## src/rtl/uut_run_harness_pkg.sv

```systemverilog
// Shared types and constants for the UUT run harness.
package uut_run_harness_pkg;

  typedef enum logic [1:0] {
    IDLE,
    RUN,
    DONE,
    TOUT
  } state_t;

  localparam int unsigned MAX_RESULT_W = 1024;

  // Result pattern reported when the core times out: all ones in the low 'width' bits.
  function automatic logic [MAX_RESULT_W-1:0] tout_pattern(input int unsigned width);
    logic [MAX_RESULT_W-1:0] p;
    p = '0;
    for (int unsigned i = 0; i < MAX_RESULT_W; i++) begin
      if (i < width) p[i] = 1'b1;
    end
    return p;
  endfunction

endpackage

```

## src/rtl/uut_run_harness_counter.sv

```systemverilog
// run_cycle_counter: clearable, saturating run-latency counter with a terminal-count flag.
module run_cycle_counter #(
  parameter int unsigned CNT_W    = 32,
  parameter int unsigned TERMINAL = 1048576
) (
  input  logic             clk,
  input  logic             rst,
  input  logic             clear,
  input  logic             enable,
  output logic [CNT_W-1:0] count,
  output logic             terminal
);

  // clear together with enable loads 1 so the first counted cycle reads as 1
  always_ff @(posedge clk) begin
    if (rst) begin
      count <= '0;
    end else if (clear) begin
      count <= enable ? CNT_W'(1) : '0;
    end else if (enable && (count != '1)) begin
      count <= count + CNT_W'(1);
    end
  end

  assign terminal = (count == CNT_W'(TERMINAL));

endmodule

```

## src/rtl/uut_run_harness.sv

```systemverilog
// Run harness between the autotest controller and the core under test: run window,
// latency measurement, result capture. Timeout path enabled by `define UUT_RUN_TIMEOUT_EN.
module uut_run_harness
  import uut_run_harness_pkg::*;
#(
  parameter int unsigned OUTPUT_SIZE_1  = 32,
  parameter int unsigned CNT_W          = 32,
  parameter int unsigned TIMEOUT_CYCLES = 1048576
) (
  input  logic                     clk,
  input  logic                     rst,
  input  logic                     rst_uut,
  output logic                     end_uut,
  output logic [OUTPUT_SIZE_1-1:0] result_out,
  output logic                     uut_rst,
  input  logic                     uut_end,
  input  logic [OUTPUT_SIZE_1-1:0] uut_result,
  output logic [CNT_W-1:0]         cycle_count,
  output logic                     timeout
);

  state_t           state, state_next;
  logic             cnt_clear, cnt_en;
  logic             start_run, capture_done;
  logic [CNT_W-1:0] count;
  logic             terminal;

`ifdef UUT_RUN_TIMEOUT_EN
  localparam logic [OUTPUT_SIZE_1-1:0] TOUT_RESULT =
    OUTPUT_SIZE_1'(tout_pattern(OUTPUT_SIZE_1));
  logic capture_tout;
`else
  logic unused_terminal;
  assign unused_terminal = terminal;
`endif

  run_cycle_counter #(
    .CNT_W    (CNT_W),
    .TERMINAL (TIMEOUT_CYCLES)
  ) u_counter (
    .clk      (clk),
    .rst      (rst),
    .clear    (cnt_clear),
    .enable   (cnt_en),
    .count    (count),
    .terminal (terminal)
  );

  always_comb begin
    state_next   = state;
    cnt_clear    = 1'b0;
    cnt_en       = 1'b0;
    start_run    = 1'b0;
    capture_done = 1'b0;
`ifdef UUT_RUN_TIMEOUT_EN
    capture_tout = 1'b0;
`endif
    case (state)
      IDLE: begin
        if (!rst_uut) begin
          state_next = RUN;
          start_run  = 1'b1;
          cnt_clear  = 1'b1;
          cnt_en     = 1'b1;
        end
      end
      RUN: begin
        // abort beats completion, completion beats timeout
        if (rst_uut) begin
          state_next = IDLE;
        end else if (uut_end) begin
          state_next   = DONE;
          capture_done = 1'b1;
        end
`ifdef UUT_RUN_TIMEOUT_EN
        else if (terminal) begin
          state_next   = TOUT;
          capture_tout = 1'b1;
        end
`endif
        else begin
          cnt_en = 1'b1;
        end
      end
      DONE, TOUT: begin
        if (rst_uut) state_next = IDLE;
      end
      default: state_next = IDLE;
    endcase
  end

  always_ff @(posedge clk) begin
    if (rst) begin
      state       <= IDLE;
      end_uut     <= 1'b0;
      timeout     <= 1'b0;
      uut_rst     <= 1'b1;
      result_out  <= '0;
      cycle_count <= '0;
    end else begin
      state   <= state_next;
      uut_rst <= (state_next != RUN);
      end_uut <= (state_next == DONE) || (state_next == TOUT);
`ifdef UUT_RUN_TIMEOUT_EN
      timeout <= (state_next == TOUT);
`else
      timeout <= 1'b0;
`endif
      if (start_run) begin
        result_out  <= '0;
        cycle_count <= '0;
      end
      if (capture_done) begin
        result_out  <= uut_result;
        cycle_count <= count;
      end
`ifdef UUT_RUN_TIMEOUT_EN
      if (capture_tout) begin
        result_out  <= TOUT_RESULT;
        cycle_count <= CNT_W'(TIMEOUT_CYCLES);
      end
`endif
    end
  end

endmodule

```

## config.mk

```make
export PLATFORM = sky130hd
export DESIGN_NAME = uut_run_harness
export DESIGN_NICKNAME = d
export VERILOG_FILES = /design/src/rtl/uut_run_harness_pkg.sv /design/src/rtl/uut_run_harness_counter.sv /design/src/rtl/uut_run_harness.sv
export SDC_FILE = /design/constraint.sdc
export NUM_CORES = 1
export LEC_CHECK = 0
export CORE_MARGIN = 2
export CORE_UTILIZATION = 48
export CTS_BUF_LIST = sky130_fd_sc_hd__clkbuf_16
export DETAILED_ROUTE_END_ITERATION = 7
export PLACE_DENSITY = 0.79
export SLEW_MARGIN = 20
export SYNTH_ARGS = -nofsm -noshare
export SYNTH_HDL_FRONTEND = slang
export SYNTH_SLANG_ARGS = --single-unit
```

## constraint.sdc

```tcl
create_clock -name clk -period 2.55 [get_ports clk]
set_input_delay 0.6375 -clock clk [delete_from_list [all_inputs] [get_ports clk]]
set_output_delay 0.6375 -clock clk [all_outputs]
set_load 0.01 [all_outputs]
```

==> impl_summary.md, run 1 <==
Outcome
The run finished with clean final reports.

Logic synthesis
The synthesis warning total is 0. The number of distinct library cell variants in the gate-level netlist after synthesis is 40. The net count after synthesis is 460. The cell count after synthesis came out at 423. A synthesized cell averages 9.155 sq um. The share of synthesized area occupied by flip-flops and latches is 0.5170.

The mapped netlist covers 3872 sq um. The register bit total from synthesis is 100.

Critical path
The worst setup path is captured at a register. For flop-to-flop paths, the worst setup slack is 330 ps. The most critical setup path has its startpoint at rst_uut. For this design, the slowest cell found on the critical path is sky130_fd_sc_hd__or4_1. The sum of buffers and inverters on the critical path is 1.

The worst-path maximum fanout is 13. Measured in cells, the most critical reg-to-reg path has a length of 5. The largest single stage delay on the critical path is 530 ps. The startpoint type of the worst setup path is an input pin.

In this run the critical register-to-register path is launched from u_counter.count[16]. The worst register-to-register path ends at u_counter.count[14]. At the worst endpoint, the required time is 2800 ps.

Grouping stages by cell kind, the critical path spends the most delay in simple AND/OR/NAND/NOR gates. Traced cell by cell, the critical path runs through clkdlybuf4s50_1 -> nor4b_4 -> and3_1 -> o21ai_4 -> or4_1 -> a21oi_1. For the worst setup path, the data arrival time is 2520 ps. The setup path with the least slack is of type in -> reg.

Global routing
The via count of the first global-routing pass is 3253. The first global-routing pass estimated 16160 um of wire. The initial antenna violation count is 0.

The total congestion overflow after global routing is 0. In the global route stage, overall resource usage came out at 0.2285. The pin count of the biggest net entering global routing is 71.

Clock network
In this run, post-CTS hold repair placed 0 buffers. The clock net in this run drives a total of 100 sinks. The worst-skew pair later-pin latency is 340 ps. Clock-pin slew was measured on the worst setup and hold paths at 60 ps. The H-tree was split into 3 levels.

The number of setup buffers added after CTS is 0. TritonCTS created 9 clock buffers. The master cell of the clock root buffer is sky130_fd_sc_hd__clkbuf_16. The clock tree from TritonCTS is done. The number of gates resized after CTS was 0. Counting along the longest clock path gives a buffer depth of 2.

Placed design
The final RePlAce weighted congestion is 0.8323. In this run the tool buffered the top-level ports with 101 buffer cells. The total half-perimeter wirelength after legalization and detailed placement is 6543 um.

The number of cells after detailed placement is 610.

STA
At the pin with the least slew margin, the transition time is 678.6 ps. The final setup TNS is 0 ps. Headroom to the max-slew limit came out at 0.5476. The top achievable clock speed is 0.4413 GHz.

The setup clock skew after layout is 11.01 ps. The time the final worst path needs with I/O delays and setup is 2266 ps. The final number of hold-violating endpoints came to 0. Setup repair after global routing left no endpoint under its margin. Setup violations remaining at the end of the flow were counted as 0. The final critical-path share of the clock period is 0.8886. The final number of max-transition violations is 0.

Worst hold path
The number of stages on the worst hold path is 2. The worst hold path begins at u_counter.count[30]. The class of the most critical hold timing path is reg -> reg. The path with the worst hold slack has its endpoint at u_counter.count[30].

Cells and area
In the layout the commonest cells are sky130_fd_sc_hd__dfxtp_1 (100), sky130_fd_sc_hd__clkdlybuf4s50_1 (100), sky130_fd_sc_hd__nor2_1 (71). The count of fill cells added during filler insertion is 599. Relative to the synthesized area, the layout overhead comes to 37.67%. The share of final-layout standard cells stronger than drive strength 1 is 0.07252.

The number of antenna diodes in the final layout is 0. After the flow finishes, the layout carries non-filler instances totaling 626. The layout net count is 556.

Floorplan
The initial standard-cell utilization of the core is 0.4986. In this run the vertical extent of the chip is 93.82 um. The count of pins on the block boundary is 103.

The total die area is 8802 sq um. The die span in x is 93.82 um. After floorplanning, the core was divided into 32 placement rows.

The core region is 7767 sq um.

Power and ir drop
The analysis attributes to cell leakage a power of 1.812 nW. For this design the ratio of total power to cell area is 600.8 nW/um^2. The total power consumption of the routed design is 3.203 mW. Across the VDD grid, the largest voltage drop is 0.3206 mV.

Drt
The first routing iteration left 201 violations. In this run the remaining antenna-violating nets after routing total 0. In the final routed layout, each cell accounts on average for 15.62 um. Using the TritonRoute via totals, the vias-per-cell ratio works out to 5.708.

The final wirelength is 9781 um. The routed layout has 3573 vias. The first detailed-routing pass took 5 iterations. After detailed routing, the number of remaining DRC violations is 0.

Job
The number of violations of the max-capacitance limit is 0.
## area by class of cell
| type | count | area [sq um] | share of cell area |
|---|---|---|---|
| clock buffer | 9 | 225.2 | 0.04224 |
| clock inverter | 7 | 90.09 | 0.01690 |
| inverter | 4 | 15.01 | 0.002816 |
| multi-input combinational | 288 | 1728 | 0.3241 |
| sequential | 100 | 2002 | 0.3755 |
| tap | 102 | 127.6 | 0.02394 |
| timing repair buffer | 116 | 1144 | 0.2145 |
## power breakdown
| group | total [mW] | switching, mW | internal (mW) | leakage [nW] |
|---|---|---|---|---|
| clock | 1.43 | 0.577 | 0.856 | 0.157 |
| combinational | 0.188 | 0.0972 | 0.0908 | 0.848 |
| sequential | 1.58 | 0.00867 | 1.57 | 0.807 |
| total | 3.20 | 0.683 | 2.52 | 1.81 |
## how the worst max path moves through the flow
stage,to,slack [ps],cells past startpoint
2_1_floorplan,u_counter.count[29],390,6
3_3_place_gp,u_counter.count[19],40,7
3_5_place_dp,u_counter.count[17],-30,7
6_report,u_counter.count[29],280,6
4_1_cts,u_counter.count[29],280,6
5_1_grt,u_counter.count[14],170,5
## sequential cells by signal, indices dropped and copies added (netlist names)
| name | cells |
|---|---|
| uut_rst | 1 |
| result_out | 32 |
| cycle_count | 32 |
| state | 2 |
| u_counter.count | 32 |
| end_uut | 1 |
## worst min-delay path, delay by kind of cell (launching register included)
| family | cells | cell delay, ps |
|---|---|---|
| simple gates | 1 | 60 |
| mux | 1 | 50 |
| flops | 1 | 340 |
## per-layer routing
| metal | share of wire | wire length [um] | track usage | vias up |
|---|---|---|---|---|
| li1 | - | - | - | 1750 |
| met1 | 0.44 | 4288 | 0.3044 | 1720 |
| met2 | 0.50 | 4924 | 0.3738 | 91 |
| met3 | 0.043 | 422 | 0.05136 | 12 |
| met4 | 0.015 | 145 | 0.06280 | 0 |
| met5 | 0 | 0 | 0 | - |
## stage by stage
step,area (sq um),utilization,hold WS (ps),setup slack (ps)
2_1_floorplan,3872,-,453.4,388.1
3_3_place_gp,5016,0.6458,474.2,39.63
3_5_place_dp,5016,0.6458,483.4,-29.96
4_1_cts,5331,0.6864,492.9,280.9
5_1_grt,5331,0.6864,522.3,174.6
6_report,5331,0.6864,493.5,283.9
## cell families (layout without fill, tap and decap cells)
kind of cell / after synthesis / in the layout / share of synthesized area
XOR/XNOR: 4 / 4 / 0.009049
buffers and inverters: 35 / 136 / 0.04103
adder cells (fa/ha/maj): 1 / 1 / 0.003231
multiplexers: 1 / 1 / 0.002585
AO/OA/AOI/OAI: 123 / 123 / 0.2200
AND/OR/NAND/NOR: 158 / 158 / 0.2061
flip-flops: 100 / 100 / 0.5170
other: 1 / 1 / 0.0009684
## Yosys cell counts, drive strengths merged
| library cell | number | area, sq um |
|---|---|---|
| o31a | 3 | 26.28 |
| mux2i | 1 | 10.01 |
| nand2b | 1 | 6.260 |
| o31ai | 3 | 22.52 |
| o211ai | 6 | 50.05 |
| nor2 | 71 | 266.5 |
| a22oi | 64 | 480.5 |
| o21ai | 19 | 106.4 |
| or4 | 8 | 63.81 |
| xor2 | 3 | 26.28 |
| and2 | 1 | 6.260 |
| and3 | 4 | 25.02 |
| inv | 4 | 15.01 |
| o21a | 4 | 30.03 |
| a21oi | 19 | 95.09 |
| nand3 | 16 | 80.08 |
| nor4 | 4 | 25.02 |
| a211oi | 2 | 15.01 |
| o311ai | 1 | 8.760 |
| buf | 8 | 57.55 |
| o41ai | 2 | 17.52 |
| nand2 | 17 | 63.81 |
| conb | 1 | 3.750 |
| ha | 1 | 12.51 |
| or4b | 1 | 10.01 |
| nand4 | 10 | 68.81 |
| clkbuf | 23 | 86.33 |
| dfxtp | 100 | 2002 |
| or3 | 16 | 100.1 |
| nor3 | 3 | 15.01 |
| nor4b | 1 | 23.77 |
| xnor2 | 1 | 8.760 |
| and4 | 5 | 43.79 |
Power figures use the tool's default switching activity.
==> run 2, diff against run 1 <==
SLEW_MARGIN = default   (was 20)
==> results of run 2 <==
The final DEF is identical to that of run 1; final timing and power are the same.
==> run 3, diff against run 2 <==
==> constraint.sdc (replaced) <==
create_clock -name clk -period 2.55 [get_ports clk]
set_input_delay 0.51 -clock clk [delete_from_list [all_inputs] [get_ports clk]]
set_output_delay 0.51 -clock clk [all_outputs]
set_load 0.01 [all_outputs]
==> run 3 against run 2 <==
  * Combinational power is essentially flat
  * Sequential power barely moved
  * First-iteration DRC count is 12% higher
  * Critical path type is now reg -> reg
  * Largest cell class unchanged
  * Largest power group unchanged
==> impl_summary.md, run 3 (same netlist as run 1, synthesis figures left out) <==
Clock network
The CTS clock-pin slew for the worst setup and hold paths is 70 ps (about the same). The level count of the clock H-tree is 3 (unchanged). The total clock buffers created by CTS was 9 (unchanged). The number of sinks on the clock net is 100 (unchanged).

The hold-fix buffer count after cts came to 0 (unchanged). The master cell of the clock root buffer is sky130_fd_sc_hd__clkbuf_16. The number of resized instances in the post-cts repair step is 0 (unchanged). The buffer depth of the longest clock path is 2 (unchanged). TritonCTS built the clock tree.

The worst-skew pair later-pin latency is 330 ps (about the same). The post-CTS repair timing setup buffer count is 0 (unchanged).

Critical path
The setup slack of the worst register-to-register path is 280 ps (-50 ps). In this run the worst setup path begins at u_counter.count[16]. The worst-path maximum fanout is 28 (+15). The worst setup path category is reg -> reg. The maximum cell stage delay along the critical path is 630 ps (+100 ps).

The largest delay contributor family on the critical path is simple AND/OR/NAND/NOR gates. The start of the worst register-to-register path is u_counter.count[16]. The worst register-to-register path ends at u_counter.count[19]. The depth of the worst register-to-register path is 5 (unchanged). The data required time at the worst endpoint is 2780 ps (-20 ps). The number of stages on the worst setup path came to 5 (-1). The kind of end point of the critical path is a register. Walking the worst path, the cells encountered are nand4_1 -> or4_4 -> o21ai_4 -> nor4_1 -> o21a_1. The sum of buffers and inverters on the critical path was 0 (-1). The startpoint type of the worst setup path is a register. The slowest stage cell on the critical path is sky130_fd_sc_hd__or4_4.

The critical path ends at u_counter.count[19]. The arrival time at the worst endpoint is 2500 ps (-20 ps).

Cells and area
The largest registers in the layout are cycle_count x32, result_out x32, u_counter.count x32. Leaving out fill and tap cells, the most frequent cells in the layout are sky130_fd_sc_hd__dfxtp_1 (100), sky130_fd_sc_hd__clkdlybuf4s50_1 (100), sky130_fd_sc_hd__nor2_1 (71). The count of fill cells added during filler insertion was 624 (+4.2%). The layout overhead on the synthesized area is 35.93%. The layout net count came to 553 (-0.54%). The register area is 2002 sq um (unchanged). The antenna diode instance count is 0 (unchanged). The share of final-layout standard cells stronger than drive strength 1 is 0.06346 (-0.009058). The area of the multi-input gates is 1728 sq um (unchanged).

STA
The worst slew margin relative to its limit is 0.5878 (+0.04017). The final number of hold-violating endpoints is 0 (unchanged). The final critical-path share of the clock period is 0.8911 (+0.002475).

The minimum hold slack is 486.0 ps (-7.551 ps). The time the final worst path needs with I/O delays and setup is 2272 ps (+6.310 ps). The final setup TNS came to 0 ps (unchanged). The transition at the pin with the smallest max-transition slack is 616.0 ps (-62.60 ps). The setup violation total in the final timing report was 0 (unchanged). The setup clock skew after layout is 9.690 ps (-1.317 ps). Setup repair after global routing left no endpoint under its margin. The top achievable clock speed came to 0.4401 GHz (-0.28%). The final number of max-transition violations is 0 (unchanged).

Global routing
The global-route usage over all layers is 0.2185 (-0.009942). The global-route wire length before repair is 15540 um (-3.8%). The total congestion overflow after global routing came to 0 (unchanged). The initial antenna violation count is 0 (unchanged). The via count of the first global-routing pass is 3319 (+2.0%). The pin count of the biggest net entering global routing is 45 (-37%).

Floorplan
The die span in x came to 93.82 um (unchanged). The number of cell rows is 32 (unchanged). The initial standard-cell utilization of the core was 0.4986 (unchanged).

The count of pins on the block boundary is 103 (unchanged). The area of the placeable core is 7767 sq um (unchanged). The die extent in y is 93.82 um (unchanged).

The total die area is 8802 sq um (unchanged).

Drt
The number of detailed-route iterations in the first pass is 5 (unchanged). The detailed-route vias per instance is 5.670 (-0.65%). The remaining antenna violation count after routing is 0 (unchanged). The final wirelength came to 9561 um (-2.2%). The final routed DRC violation total is 0 (unchanged).

The final routed wire length divided by cell count is 15.37 um (-1.6%). The overall via count from detail_route is 3527 (-1.3%). The number of DRC markers in iteration 0 came to 226 (+12%).

Placed design
The final RePlAce weighted congestion was 0.8440 (+1.4%). The quantity of I/O buffers inserted on ports is 101 (unchanged). The total half-perimeter wirelength after legalization and detailed placement is 6497 um (-0.70%).

Power and ir drop
The maximum VDD drop is 0.3559 mV (+11%). The areal power density over the cells came to 581.6 nW/um^2 (-3.2%). The total power consumption of the routed design is 3.061 mW (-4.4%). The leakage power total is 1.771 nW (-2.3%).

Worst hold path
The path class of the tightest hold or removal check is reg -> reg.

Outcome
The flow ran to the end, and the final reports show no timing, DRC or antenna violations.

Job
The number of violations of the max-capacitance limit is 0 (unchanged).
-- run 3: through the flow --
step / setup WS (ps) / instance area, sq um / cells / util
5_1_grt: 129.0 / 5264 / 622 / 0.6777
4_1_cts: 293.8 / 5264 / 622 / 0.6777
6_report: 277.6 / 5264 / 622 / 0.6777
3_3_place_gp: 99.64 / 4981 / 607 / 0.6413
2_1_floorplan: 515.6 / 3872 / 423 / -
3_5_place_dp: 56.30 / 4981 / 607 / 0.6413
-- run 3: area by class of cell --
type / count / share of cell area
Clock buffer: 9 / 0.04279
Clock inverter: 6 / 0.01093
Inverter: 4 / 0.002852
Multi-Input combinational cell: 288 / 0.3283
Sequential cell: 100 / 0.3803
Tap cell: 102 / 0.02425
Timing Repair Buffer: 113 / 0.2106
-- run 3: how the worst min path moves through the flow --
stage                     depth (start not counted)             endpoint                 from  slack, ps
after detailed placement                          2  u_counter.count[30]  u_counter.count[30]        480
after CTS                                         2  u_counter.count[30]  u_counter.count[30]        490
final                                             2  u_counter.count[30]  u_counter.count[30]        490
after global routing                              2       result_out[23]       result_out[23]        530
after global placement                            2  u_counter.count[30]  u_counter.count[30]        480
after floorplan                                   2   u_counter.count[1]   u_counter.count[1]        450
-- run 3: per-layer routing --
layer  track usage  routed length (um)  vias up
li1              -                   -     1752
met1        0.2817                4275     1682
met2        0.3577                4747       80
met3       0.04735                 362       13
met4       0.08454                 175        0
met5             0                   0        -
-- run 3: worst register-to-register path: stages (launching register included) --
cell	delay [ps]
sky130_fd_sc_hd__dfxtp_1	450
sky130_fd_sc_hd__nand4_1	230
sky130_fd_sc_hd__or4_4	630
sky130_fd_sc_hd__o21ai_4	550
sky130_fd_sc_hd__nor4_1	120
sky130_fd_sc_hd__o21a_1	190
-- run 3: power by group --
part / total [mW] / internal [mW] / switching, mW
clock network: 1.29 / 0.746 / 0.546
logic: 0.188 / 0.0902 / 0.0979
registers: 1.58 / 1.57 / 0.00824
total: 3.06 / 2.41 / 0.652
